<file path="src/rtl/pipe_stage_reg_pkg.sv">
// Shared constants, stall-bit indices and payload layout for the inter-stage pipeline registers.
package pipe_stage_reg_pkg;

   localparam logic Stop      = 1'b1;
   localparam logic NoStop    = 1'b0;
   localparam logic RstEnable = 1'b1;
   localparam logic [31:0] ZeroWord = 32'h0000_0000;

   localparam int STALL_PC  = 0;
   localparam int STALL_ID  = 1;
   localparam int STALL_EX  = 2;
   localparam int STALL_MEM = 3;
   localparam int STALL_WB  = 4;

   // ID/EX payload layout inside the default 160-bit lane word, LSB first.
   localparam int ALUOP_OFF  = 0;
   localparam int ALUSEL_OFF = 8;
   localparam int REG1_OFF   = 11;
   localparam int REG2_OFF   = 43;
   localparam int WD_OFF     = 75;
   localparam int WREG_OFF   = 80;
   localparam int LINK_OFF   = 81;
   localparam int INST_OFF   = 113;
   localparam int EXCEPT_OFF = 145;

   typedef enum logic [2:0] {
      ActReset,
      ActFlush,
      ActBubble,
      ActAdvance,
      ActHold
   } stage_act_e;

   function automatic logic [2:0] countOnes(input logic [3:0] v);
      countOnes = 3'(v[0]) + 3'(v[1]) + 3'(v[2]) + 3'(v[3]);
   endfunction

endpackage

</file>
<file path="src/rtl/pipe_stage_reg_lane_slot.sv">
// One issue lane of a pipeline register: valid bit plus payload with bubble/kill/hold control.
module pipe_lane_slot
   import pipe_stage_reg_pkg::*;
#(
   parameter int DATA_W = 160,
   parameter logic [DATA_W-1:0] BUBBLE_VAL = '0
) (
   input  logic              clk,
   input  logic              rst,
   input  stage_act_e        act_i,
   input  logic              valid_i,
   input  logic              kill_i,
   input  logic [DATA_W-1:0] data_i,
   output logic              valid_o,
   output logic              valid_next_o,
   output logic [DATA_W-1:0] data_o
);

   logic              valid_q, valid_d;
   logic [DATA_W-1:0] data_q, data_d;

   // A lane that ends up invalid always carries the bubble pattern, never stale data.
   always_comb begin
      valid_d = valid_q;
      data_d  = data_q;
      case (act_i)
         ActReset, ActFlush, ActBubble: begin
            valid_d = 1'b0;
            data_d  = BUBBLE_VAL;
         end
         ActAdvance: begin
            valid_d = valid_i & ~kill_i;
            data_d  = valid_d ? data_i : BUBBLE_VAL;
         end
         default: ;
      endcase
   end

   always_ff @(posedge clk) begin
      if (rst) begin
         valid_q <= 1'b0;
         data_q  <= BUBBLE_VAL;
      end else begin
         valid_q <= valid_d;
         data_q  <= data_d;
      end
   end

   assign valid_o      = valid_q;
   assign valid_next_o = valid_d;
   assign data_o       = data_q;

endmodule

</file>
<file path="src/rtl/pipe_stage_reg.sv">
// Parametrised multi-lane pipeline register with sideband and valid-lane count.
// Optional hold/bubble/flush performance counters are enabled by PIPE_STAGE_PERF_EN.
module pipe_stage_reg
   import pipe_stage_reg_pkg::*;
#(
   parameter int LANES   = 1,
   parameter int DATA_W  = 160,
   parameter int SIDE_W  = 1,
   parameter int STALL_W = 5,
   parameter int STAGE   = 1,
   parameter logic [DATA_W-1:0] BUBBLE_VAL = '0,
   parameter int CNT_W   = 32
) (
   input  logic                        clk,
   input  logic                        rst,
   input  logic [STALL_W-1:0]          stall,
   input  logic                        flush,
   input  logic [LANES-1:0]            lane_kill_i,
   input  logic [LANES-1:0]            in_valid,
   input  logic [LANES*DATA_W-1:0]     in_data,
   input  logic [SIDE_W-1:0]           in_side,
   output logic [LANES-1:0]            out_valid,
   output logic [LANES*DATA_W-1:0]     out_data,
   output logic [SIDE_W-1:0]           out_side,
   output logic [$clog2(LANES+1)-1:0]  out_cnt
`ifdef PIPE_STAGE_PERF_EN
   ,
   output logic [CNT_W-1:0]            perf_stall_cnt,
   output logic [CNT_W-1:0]            perf_bubble_cnt,
   output logic [CNT_W-1:0]            perf_flush_cnt
`endif
);

   localparam int CW = $clog2(LANES+1);

   if (STAGE + 1 >= STALL_W || LANES < 1 || LANES > 4 || CNT_W < 1) begin : gBadParams
      $error("pipe_stage_reg: illegal STAGE/STALL_W/LANES/CNT_W combination");
   end

   stage_act_e        act;
   logic [LANES-1:0]  validNext;
   logic [SIDE_W-1:0] side_q, side_d;
   logic [CW-1:0]     cnt_q, cnt_d;

   // Strict priority: reset, flush, advance (overrides downstream stall), bubble, hold.
   always_comb begin
      act = ActHold;
      if (rst == RstEnable)
         act = ActReset;
      else if (flush)
         act = ActFlush;
      else if (stall[STAGE] == NoStop)
         act = ActAdvance;
      else if (stall[STAGE+1] == NoStop)
         act = ActBubble;
   end

   for (genvar l = 0; l < LANES; l++) begin : gLane
      pipe_lane_slot #(
         .DATA_W     (DATA_W),
         .BUBBLE_VAL (BUBBLE_VAL)
      ) uSlot (
         .clk          (clk),
         .rst          (rst),
         .act_i        (act),
         .valid_i      (in_valid[l]),
         .kill_i       (lane_kill_i[l]),
         .data_i       (in_data[l*DATA_W +: DATA_W]),
         .valid_o      (out_valid[l]),
         .valid_next_o (validNext[l]),
         .data_o       (out_data[l*DATA_W +: DATA_W])
      );
   end

   // The sideband survives a bubble so a delay-slot flag is not lost.
   always_comb begin
      side_d = side_q;
      cnt_d  = CW'(countOnes(4'(validNext)));
      case (act)
         ActReset, ActFlush: side_d = '0;
         ActAdvance:         side_d = in_side;
         default: ;
      endcase
   end

   always_ff @(posedge clk) begin
      if (rst) begin
         side_q <= '0;
         cnt_q  <= '0;
      end else begin
         side_q <= side_d;
         cnt_q  <= cnt_d;
      end
   end

   assign out_side = side_q;
   assign out_cnt  = cnt_q;

`ifdef PIPE_STAGE_PERF_EN
   logic [CNT_W-1:0] stallCnt_q, stallCnt_d;
   logic [CNT_W-1:0] bubbleCnt_q, bubbleCnt_d;
   logic [CNT_W-1:0] flushCnt_q, flushCnt_d;

   function automatic logic [CNT_W-1:0] satInc(input logic [CNT_W-1:0] v);
      satInc = (v == '1) ? v : v + CNT_W'(1);
   endfunction

   // Counters saturate and are only cleared by reset, never by flush.
   always_comb begin
      stallCnt_d  = stallCnt_q;
      bubbleCnt_d = bubbleCnt_q;
      flushCnt_d  = flushCnt_q;
      case (act)
         ActHold:   stallCnt_d  = satInc(stallCnt_q);
         ActBubble: bubbleCnt_d = satInc(bubbleCnt_q);
         ActFlush:  flushCnt_d  = satInc(flushCnt_q);
         default: ;
      endcase
   end

   always_ff @(posedge clk) begin
      if (rst) begin
         stallCnt_q  <= '0;
         bubbleCnt_q <= '0;
         flushCnt_q  <= '0;
      end else begin
         stallCnt_q  <= stallCnt_d;
         bubbleCnt_q <= bubbleCnt_d;
         flushCnt_q  <= flushCnt_d;
      end
   end

   assign perf_stall_cnt  = stallCnt_q;
   assign perf_bubble_cnt = bubbleCnt_q;
   assign perf_flush_cnt  = flushCnt_q;
`endif

`ifndef SYNTHESIS
   always @(posedge clk) begin
      if (!rst && stall[STAGE] == NoStop && stall[STAGE+1] == Stop)
         $warning("pipe_stage_reg: advance while downstream stage is stalled");
   end
`endif

endmodule

</file>
<file path="config.mk">
export PLATFORM = sky130hd
export DESIGN_NAME = pipe_stage_reg
export DESIGN_NICKNAME = d
export VERILOG_FILES = /design/src/rtl/pipe_stage_reg_pkg.sv /design/src/rtl/pipe_stage_reg_lane_slot.sv /design/src/rtl/pipe_stage_reg.sv
export SDC_FILE = /design/constraint.sdc
export NUM_CORES = 1
export LEC_CHECK = 0
export CORE_AREA = 3 3 130 132
export CTS_CLUSTER_SIZE = 24
export DETAILED_ROUTE_END_ITERATION = 12
export DIE_AREA = 0 0 133 135
export DONT_BUFFER_PORTS = 1
export PLACE_DENSITY = 0.52
export SYNTH_ARGS = -nofsm -noshare
export SYNTH_HDL_FRONTEND = slang
export SYNTH_SLANG_ARGS = --single-unit
</file>
<file path="constraint.sdc">
create_clock -name clk -period 2.5 [get_ports clk]
set_clock_uncertainty 0.05 [all_clocks]
set_input_delay 0.625 -clock clk [delete_from_list [all_inputs] [get_ports clk]]
set_output_delay 0.625 -clock clk [all_outputs]
set_load 0.02 [all_outputs]
</file>
==> metrics, run 1 <==
largest family of logic cells by synthesized area compound AO/OA/AOI/OAI gates; Power Density 891 nW/um^2; Hold WC Path Type in2reg; root buf cell clkbuf_16; Buffers on Ports 0; DIE WIDTH 133 um; post-synth top area share 0.615; max-slew violations 0; Layout Area Growth over Synthesis 10.5%; vias between 3,000 and 4,000; Final Hold Fails 0; Clock Latency Late Sink approximately 400 ps; Clk pwr share 0.462; vias in the first global route 3,416; first-pass GRT wire length about 20,000 um; WS Path Type reg2out; # diodes 0; Yosys reg bits between 150 and 200; Final ANT Viol Nets 0; HP Start flush; Post-Synth Simple-Gate Area 0.00617; WL/cell roughly 23 um; DR iter-0 viols 224; setup repair bufs after CTS 0; initial antenna violation count 0; Switching Power approximately 1100 uW; CP Capture Type primary output; H-Tree Depth 4; adder-cell share of the synthesized area 0; Clk pin slew, worst setup/hold paths around 60 ps; worst r2r path cells 1; Clock Path Buffers 2; Post-Syn Area between 5000 and 6000 um^2; R2R Path End gLane[0].uSlot.valid_o; die area roughly 18,000 um^2; core area ~16,000 um^2; most area-hungry cell type in the Yosys netlist dfxtp_1; total CTS buffers 17; Clock Sinks between 150 and 200; DR vias/cell between 6 and 7; setup TNS 0 ps; post-CTS resize count 0; status finished, final reports clean; CTS tree yes; FF-to-FF Start gLane[0].uSlot.valid_o; syn nets between 500 and 600; leakage power between 0.0015 and 0.002 uW; Switching Share 0.221; internal power just over 4000 uW; post-synthesis cell type count 12; Seq pwr share 0.514; grt ovf 0; fin crit share 0.664; Endpoint, Worst Hold out_side; min cycle time layout approximately 1700 ps; WHS Path Cells 1; Gate power share 0.024; RePlAce Congestion around 0.68; Worst EP arrival a little under 1000 ps; Cells after Synth between 300 and 400; compound-gate portion of the synthesized area 0.305; Max-Slew Margin vs Limit 0.496; XOR/XNOR Fraction of Synth Area 0; Seq/Total Area, Yosys 0.615; ratio of cells with drive above 1 in the final layout 0.107; Syn. warnings 0; drt pass-1 iters 5; Placement Rows 46; multiplexer area fraction after synthesis 0.00190; WP data required approximately 1800 ps; crit start category register; final wirelength 13,500 um; maximum capacitance violations 0; Fmax achieved roughly 600 MHz; detailed placement HPWL between 9000 and 10,000 um; RSZ-0062 raised after global routing no; actual slew at the worst max-slew pin about 760 ps; initial core utilization 0.333; largest net degree at the start of global routing around 160; Avg Cell Area, Syn 13.8 um^2; Max VDD drop about 0.00040 V; worst-path maximum fanout 3; I/O Pins around 330; # DRC 0; Final Cell Area ~5800 um^2; Nets 523; Final setup viols 0; die height ~140 um; Post-CTS Hold Fix Bufs 0; placed cell area ~5300 um^2; Reg2Reg Setup Slack approximately 1600 ps; Total GRT Usage 0.139; fillers roughly 1,500; Area contributors post-synth dfxtp_1 (61%), a32o_1 (30%), buf_6 (4.3%), buf_2 (1.4%), clkbuf_1 (1.3%)
==> cells by family (layout without fill, tap and decap cells) <==
family,after synthesis,count (layout)
AND/OR/NAND/NOR,3,3
flip-flops,162,162
buffers and inverters,55,38
AO/OA/AOI/OAI,161,161
multiplexers,1,1
==> power by group through the flow <==
| stage | logic, uW | clock network, uW | registers, uW |
|---|---|---|---|
| finish | 126 | 2400 | 2670 |
| CTS | 125 | 2480 | 2670 |
| global route | 137 | 2590 | 2670 |
| detailed placement | 125 | 0 | 2730 |
| global placement | 119 | 0 | 2730 |
| floorplan | 119 | 0 | 2720 |
==> cell usage in the layout (no fill, tap or decap) <==
cell / count
mux2i_1: 1
buf_12: 4
inv_4: 1
nor3_1: 1
clkbuf_1: 1
nor4b_4: 1
inv_6: 1
clkinv_2: 5
clkbuf_16: 17
clkinv_4: 3
bufinv_16: 1
dfxtp_1: 162
clkbuf_8: 1
clkinvlp_4: 3
and4bb_4: 1
buf_4: 1
a32o_1: 160
a22o_1: 1
==> cell type report <==
type	instances	area [um^2]	area share
Inverter	1	6.26	0.00107
Timing Repair Buffer	5	87.6	0.0150
Sequential cell	162	3240	0.556
Tap cell	216	270	0.0464
Clock buffer	19	443	0.0760
Clock inverter	13	113	0.0193
Multi-Input combinational cell	165	1670	0.286
==> through the flow <==
| stage | setup slack, ps | util | hold WS (ps) | power [uW] | cells |
|---|---|---|---|---|---|
| after floorplan | 898 | - | 542 | 2840 | 382 |
| after detailed placement | 653 | 0.333 | 560 | 2850 | 549 |
| after CTS | 798 | 0.368 | 220 | 5270 | 581 |
| final | 841 | 0.368 | 245 | 5190 | 581 |
| after global routing | 785 | 0.368 | 215 | 5400 | 581 |
| after global placement | 706 | 0.333 | 556 | 2850 | 549 |
==> registers in the layout, indices dropped and copies added (netlist names) <==
name and count:
gLane.uSlot.data_o 160, gLane.uSlot.valid_o 1, out_side 1
==> cell usage after synthesis (all sizes together) <==
| cell type | count |
|---|---|
| a22o | 1 |
| dfxtp | 162 |
| nor3 | 1 |
| mux2i | 1 |
| clkbuf | 18 |
| inv | 1 |
| nor4b | 1 |
| and4bb | 1 |
| buf | 36 |
| a32o | 160 |
==> worst max path at each step <==
stage | to | slack [ps] | startpoint | cells after the start
floorplan | gLane[0].uSlot.data_o[132] | 900 | rst | 5
global placement | gLane[0].uSlot.data_o[54] | 710 | rst | 3
detailed placement | gLane[0].uSlot.data_o[56] | 650 | rst | 3
CTS | out_cnt | 800 | gLane[0].uSlot.valid_o | 0
global route | out_valid | 790 | gLane[0].uSlot.valid_o | 0
finish | out_cnt | 840 | gLane[0].uSlot.valid_o | 0
==> routing by layer <==
layer | vias up | global-route usage | share of wire
met5 | - | 0 | 0
met2 | 241 | 0.232 | 0.51
li1 | 1540 | - | -
met1 | 1711 | 0.148 | 0.35
met3 | 10 | 0.0816 | 0.13
met4 | 0 | 0.0473 | 0.012
(Power assumes the default switching activity.)
==> run 2: changes to the inputs <==
--- a/config.mk
+++ b/config.mk
@@ -5,12 +5,13 @@
 export SDC_FILE = /design/constraint.sdc
 export NUM_CORES = 1
 export LEC_CHECK = 0
-export CORE_AREA = 3 3 130 132
+export ABC_AREA = 1
+export CORE_AREA = 3 3 128 130
 export CTS_CLUSTER_SIZE = 24
 export DETAILED_ROUTE_END_ITERATION = 12
-export DIE_AREA = 0 0 133 135
+export DIE_AREA = 0 0 131 133
 export DONT_BUFFER_PORTS = 1
-export PLACE_DENSITY = 0.52
+export PLACE_DENSITY = 0.66
 export SYNTH_ARGS = -nofsm -noshare
 export SYNTH_HDL_FRONTEND = slang
 export SYNTH_SLANG_ARGS = --single-unit
==> constraint.sdc (replaced) <==
create_clock -name clk -period 1.43 [get_ports clk]
set_clock_uncertainty 0.05 [all_clocks]
set_input_delay 0.3575 -clock clk [delete_from_list [all_inputs] [get_ports clk]]
set_output_delay 0.3575 -clock clk [all_outputs]
set_load 0.02 [all_outputs]
==> run 2 against run 1 <==
Area after synthesis up 30%. Synthesized cell count rose to 2.7 times the previous value. Largest power group is now the clock network. Highest routed layer unchanged. Clock-buffer cell count unchanged. Worst setup slack worse by 730 ps. Critical path type unchanged. First-iteration DRC count up 17%.
==> metrics, run 2 <==
Clock Latency Late Sink 420 ps (+20 ps); WHS Path Cells 2 (+1); maximum capacitance violations 0 (unchanged); worst-path maximum fanout 2 (-1); initial core utilization 0.449 (+0.116); Final Hold Fails 0 (unchanged); post-synthesis cell type count 13 (+1); worst r2r path cells 2 (+1); Crit path largest cell delay around 330 ps; slowest CP cell dfxtp_1; Nets 1,185 (+130%); Power Density 1320 nW/um^2 (+48%); Hold WC Path Type in2reg; RSZ-0062 raised after global routing no; Seq/Total Area, Yosys 0.474 (-0.141); CTS tree yes; number of synthesized flops with an enable pin 0 (unchanged); Gate power share 0.058 (+0.034); Clock Path Buffers 2 (unchanged); H-Tree Depth 4 (unchanged); Crit path buffers/inverters 1; largest net degree at the start of global routing 85 (-48%); DR iter-0 viols 262 (+17%); post-synth top area share 0.474 (-0.141); Buffers on Ports 0 (unchanged); first-pass GRT wire length 27,200 um (+37%); grt ovf 0 (unchanged); total CTS buffers 17 (unchanged); Layout Area Growth over Synthesis 13.0%; placed instance count 1,206 (+120%); core area 15,300 um^2 (-3.6%); Max VDD drop 0.000792 V (+98%); DIE WIDTH 131 um (-1.5%); Cells after Synth 1,047 (+170%); # DRC 0 (unchanged); WP data required 1020 ps (-800 ps); ratio of cells with drive above 1 in the final layout 0.0507 (-0.0562); detailed placement HPWL 12,400 um (+37%); top cell family by delay on the critical path flip-flops; Primary FF master, synth dfxtp_1; internal power 7850 uW (+94%); CP Depth 1 (+1); die height 133 um (-1.5%); Final Non-Filler Cells 1,237 (+110%); Clock Sinks 162 (unchanged); drt pass-1 iters 5 (unchanged); Total GRT Usage 0.196 (+0.0564); Max-Slew Margin vs Limit 0.713 (+0.217); vias in the first global route 5,188 (+52%); crit start category register; die area 17,400 um^2 (-3.0%); most numerous cell in the Yosys netlist nand2_1; synth cell count leaders nand2_1 (326), dfxtp_1 (162), inv_1 (162); status finished, final reports clean; CP cell instances buf_4; syn nets 1,218 (+120%); DR vias/cell 4.81 (-20%); final wirelength 18,300 um (+36%); Syn. warnings 0 (unchanged); most area-hungry cell type in the Yosys netlist dfxtp_1; Seq pwr share 0.457 (-0.057); initial antenna violation count 0 (unchanged); Area contributors post-synth dfxtp_1 (47%), nand2_1 (18%), nand3_1 (12%), inv_1 (8.9%), nor2_1 (8.8%); Fmax achieved ~760 MHz; max FFs per register 160 (unchanged); min cycle time layout 1320 ps; max-slew violations 0 (unchanged); Post-CTS Hold Fix Bufs 0 (unchanged); setup TNS 0 ps (unchanged); vias 5,950 (+70%); Final ANT Viol Nets 0 (unchanged); actual slew at the worst max-slew pin 430 ps (-326 ps); I/O Pins 334 (unchanged); FFs w/ async S/R, synth 0 (unchanged); Final setup viols 0 (unchanged); CP Capture Type primary output; root buf cell clkbuf_16; most frequent cells in the layout nand2_1 (325), inv_1 (162), dfxtp_1 (162); setup repair bufs after CTS 0 (unchanged); Clk pwr share 0.485 (+0.023); Placement Rows 45 (-2.2%); leakage power 0.00429 uW (+120%); WS Path Type reg2out; Switching Share 0.231 (+0.00975); # diodes 0 (unchanged); fin crit share 0.920; Yosys reg bits 162 (unchanged); Worst EP arrival 910 ps (-70 ps); most common cell after layout, fill and taps aside nand2_1; Avg Cell Area, Syn 6.54 um^2 (-53%); Post-Syn Area 6850 um^2 (+30%); RePlAce Congestion 0.805 (+19%); Switching Power 2350 uW (+110%); Clk pin slew, worst setup/hold paths 60 ps (about the same); WL/cell 14.8 um (-36%); post-CTS resize count 0 (unchanged)
[run 2: cell types whose count changed in the layout (fill, tap and decap cells not counted), sizes merged, moves of 5 or more]
cell and change:
nand2 +326, inv +166, nor2 +162, nand3 +161, a32o -160, buf +12
clkinv -5
[run 2: area by class of cell]
class / count / area, um^2
clock buffer: 19 / 433
clock inverter: 12 / 203
multi-input combinational: 651 / 2670
inverter: 165 / 622
sequential: 162 / 3240
timing repair buffer: 17 / 303
tap: 211 / 264
fill: 1528 / 7520
[run 2: path summary, 6_finish.rpt]
path                               from                         end  slack, ps
max              gLane[0].uSlot.valid_o                   out_valid        110
min                             in_side                    out_side         50
max reg2reg                    out_side                    out_side        600
min reg2reg  gLane[0].uSlot.data_o[137]  gLane[0].uSlot.data_o[137]        520
[run 2: power groups by stage]
| stage | combinational, uW | clock, uW | sequential [uW] |
|---|---|---|---|
| 2_1_floorplan | 440 | 0 | 4750 |
| 3_3_place_gp | 593 | 0 | 4770 |
| 5_1_grt | 668 | 5210 | 4670 |
| 4_1_cts | 598 | 5060 | 4670 |
| 6_report | 593 | 4950 | 4670 |
| 3_5_place_dp | 596 | 0 | 4770 |
[run 2: cells by family after synthesis]
group | share of synthesized area
flops | 0.474
simple gates | 0.387
buf+inv | 0.138
compound gates | 0.00146
[run 2: stage by stage]
stage	util	instance area, um^2	setup slack [ps]	power, uW	hold slack (ps)
3_5_place_dp	0.465	7100	194	5360	477
6_report	0.507	7740	114	10200	47.0
4_1_cts	0.507	7740	69.2	10300	26.7
3_3_place_gp	0.465	7100	197	5360	455
2_1_floorplan	-	6850	244	5190	450
5_1_grt	0.507	7740	59.7	10500	30.2
[run 2: per-layer routing]
layer / GRT usage / part of all wire / routed length (um)
met5: 0 / 0 / 0
met4: 0.0806 / 0.021 / 379
met1: 0.223 / 0.40 / 7290
met3: 0.0868 / 0.11 / 2100
met2: 0.317 / 0.47 / 8570
==> run 3: changes to the inputs <==
==> constraint.sdc (replaced) <==
create_clock -name clk -period 1.43 [get_ports clk]
set_clock_uncertainty 0.05 [all_clocks]
set_input_delay 0.143 -clock clk [delete_from_list [all_inputs] [get_ports clk]]
set_output_delay 0.143 -clock clk [all_outputs]
set_load 0.02 [all_outputs]
==> run 3 against run 2 <==
Worst setup slack worse by 41 ps. Maximum frequency down 3.0%. Die area unchanged. Largest cell class unchanged.
==> metrics, run 3 (synthesized netlist as in run 2, its figures left out) <==
Layout Area Growth over Synthesis 35.9%; grt ovf 0 (unchanged); Hold WC Path Type in2reg; worst r2r path cells 2 (unchanged); first-pass GRT wire length 32,100 um (+18%); RSZ-0062 raised after global routing no; Clock Latency Late Sink 410 ps (about the same); Critical Path End out_valid; overall power 10,600 uW (+3.6%); CP cell instances buf_4; fillers 1,252 (-18%); most frequent cells in the layout nand2_1 (325), dlygate4sd3_1 (165), inv_1 (162), dfxtp_1 (162), nand3_1 (161); Final Hold Fails 0 (unchanged); placed cell area 7020 um^2 (-1.1%); R2R Path End gLane[0].uSlot.valid_o; Max VDD drop 0.000778 V (-1.7%); fin util 0.610 (+0.103); CP Depth 1 (unchanged); ratio of cells with drive above 1 in the final layout 0.0405 (-0.0102); initial core utilization 0.449 (unchanged); # DRC 0 (unchanged); Total GRT Usage 0.229 (+0.0331); FF-to-FF Start gLane[0].uSlot.valid_o; setup TNS 0 ps (unchanged); RePlAce Congestion 0.797 (-0.99%); vias 6,807 (+14%); fin crit share 0.949 (+0.0287); most common cell after layout, fill and taps aside nand2_1; initial antenna violation count 0 (unchanged); Worst EP arrival 1160 ps (+250 ps); Reg2Reg Setup Slack 600 ps (about the same); Placement Rows 45 (unchanged); die height 133 um (unchanged); Nets 1,346 (+14%); # diodes 0 (unchanged); Clock Path Buffers 2 (unchanged); actual slew at the worst max-slew pin 428 ps (-1.75 ps); Final ANT Viol Nets 0 (unchanged); setup repair bufs after CTS 0 (unchanged); Final setup viols 0 (unchanged); WS Path Type reg2out; root buf cell clkbuf_16; DIE WIDTH 131 um (unchanged); DR iter-0 viols 326 (+24%); Buffers on Ports 0 (unchanged); detailed placement HPWL 12,100 um (-2.3%); CP Capture Type primary output; DR vias/cell 4.87 (+1.3%); slowest CP cell dfxtp_1; WP data required 1240 ps (+220 ps); status finished, final reports clean; WL/cell 15.1 um (+2.2%); max-slew violations 0 (unchanged); CTS tree yes; leakage power 0.00494 uW (+15%); Max-Slew Margin vs Limit 0.714 (+0.00117); total CTS buffers 17 (unchanged); Fmax achieved 737 MHz (-3.0%); vias in the first global route 6,428 (+24%); Clock Sinks 162 (unchanged); Setup crit start gLane[0].uSlot.valid_o; Final Hold Slack 72.8 ps (+25.8 ps); crit start category register; maximum capacitance violations 0 (unchanged); largest net degree at the start of global routing 91 (+7.1%); drt pass-1 iters 5 (unchanged); final wirelength 21,200 um (+15%); I/O Pins 334 (unchanged); die area 17,400 um^2 (unchanged); Power Density 1140 nW/um^2 (-14%); worst-path maximum fanout 3 (+1); Final Cell Area 9310 um^2 (+20%); core area 15,300 um^2 (unchanged); max FFs per register 160 (unchanged); Crit path largest cell delay 520 ps (+190 ps); Clk pin slew, worst setup/hold paths 60 ps (about the same); min cycle time layout 1360 ps (+41.1 ps); post-CTS resize count 0 (unchanged); Crit path buffers/inverters 1 (unchanged); top cell family by delay on the critical path flip-flops; H-Tree Depth 4 (unchanged)
run 3: cell count changes in the layout (fill, tap and decap cells not counted):
| cell | previous run | this run |
|---|---|---|
| buf_12 | 14 | 10 |
| dlygate4sd3_1 | 0 | 165 |
| inv_6 | 3 | 4 |
| clkinv_4 | 1 | 0 |
| clkbuf_1 | 2 | 1 |
run 3: final cells by class:
class,count,area [um^2],share of cell area
clock buffers,18,429,0.0461
clock inverters,12,203,0.0218
inverters,165,622,0.0668
multi-input cells,651,2670,0.287
flip-flops and latches,162,3240,0.349
well taps,211,264,0.0284
repair buffers,178,1870,0.201
run 3: per-stage QoR:
stage | setup slack (ps) | std cells
finish | 73.3 | 1397
global placement | 345 | 1202
floorplan | 458 | 1047
detailed placement | 338 | 1202
CTS | 27.7 | 1397
global route | 1.54 | 1397
run 3: per-layer routing:
| metal | global-route usage | vias to the layer above | routed length [um] |
|---|---|---|---|
| met3 | 0.0929 | 45 | 2450 |
| met5 | 0 | - | 0 |
| met4 | 0.0966 | 0 | 637 |
| met2 | 0.379 | 353 | 10100 |
| li1 | - | 3361 | - |
| met1 | 0.258 | 3048 | 7920 |
run 3: worst min path at each step:
stage                        start                         to  slack [ps]  cells past startpoint
final                     in_valid     gLane[0].uSlot.valid_o          70                      2
after global routing      stall[1]  gLane[0].uSlot.data_o[73]          80                      4
after CTS                 in_valid     gLane[0].uSlot.valid_o          60                      2
after detailed placement   in_side                   out_side         240                      2
after global placement     in_side                   out_side         240                      2
after floorplan            in_side                   out_side         240                      2
run 3: timing repair:
action                     4_1_cts  5_1_grt
hold buffers                   165        0
setup endpoints to repair        0        0
hold endpoints to repair       162        0
run 3: where the power goes:
group	internal, uW	leakage [uW]	switching [uW]
clock network	3100	0.000307	1850
logic	459	0.00332	498
registers	4560	0.00131	105
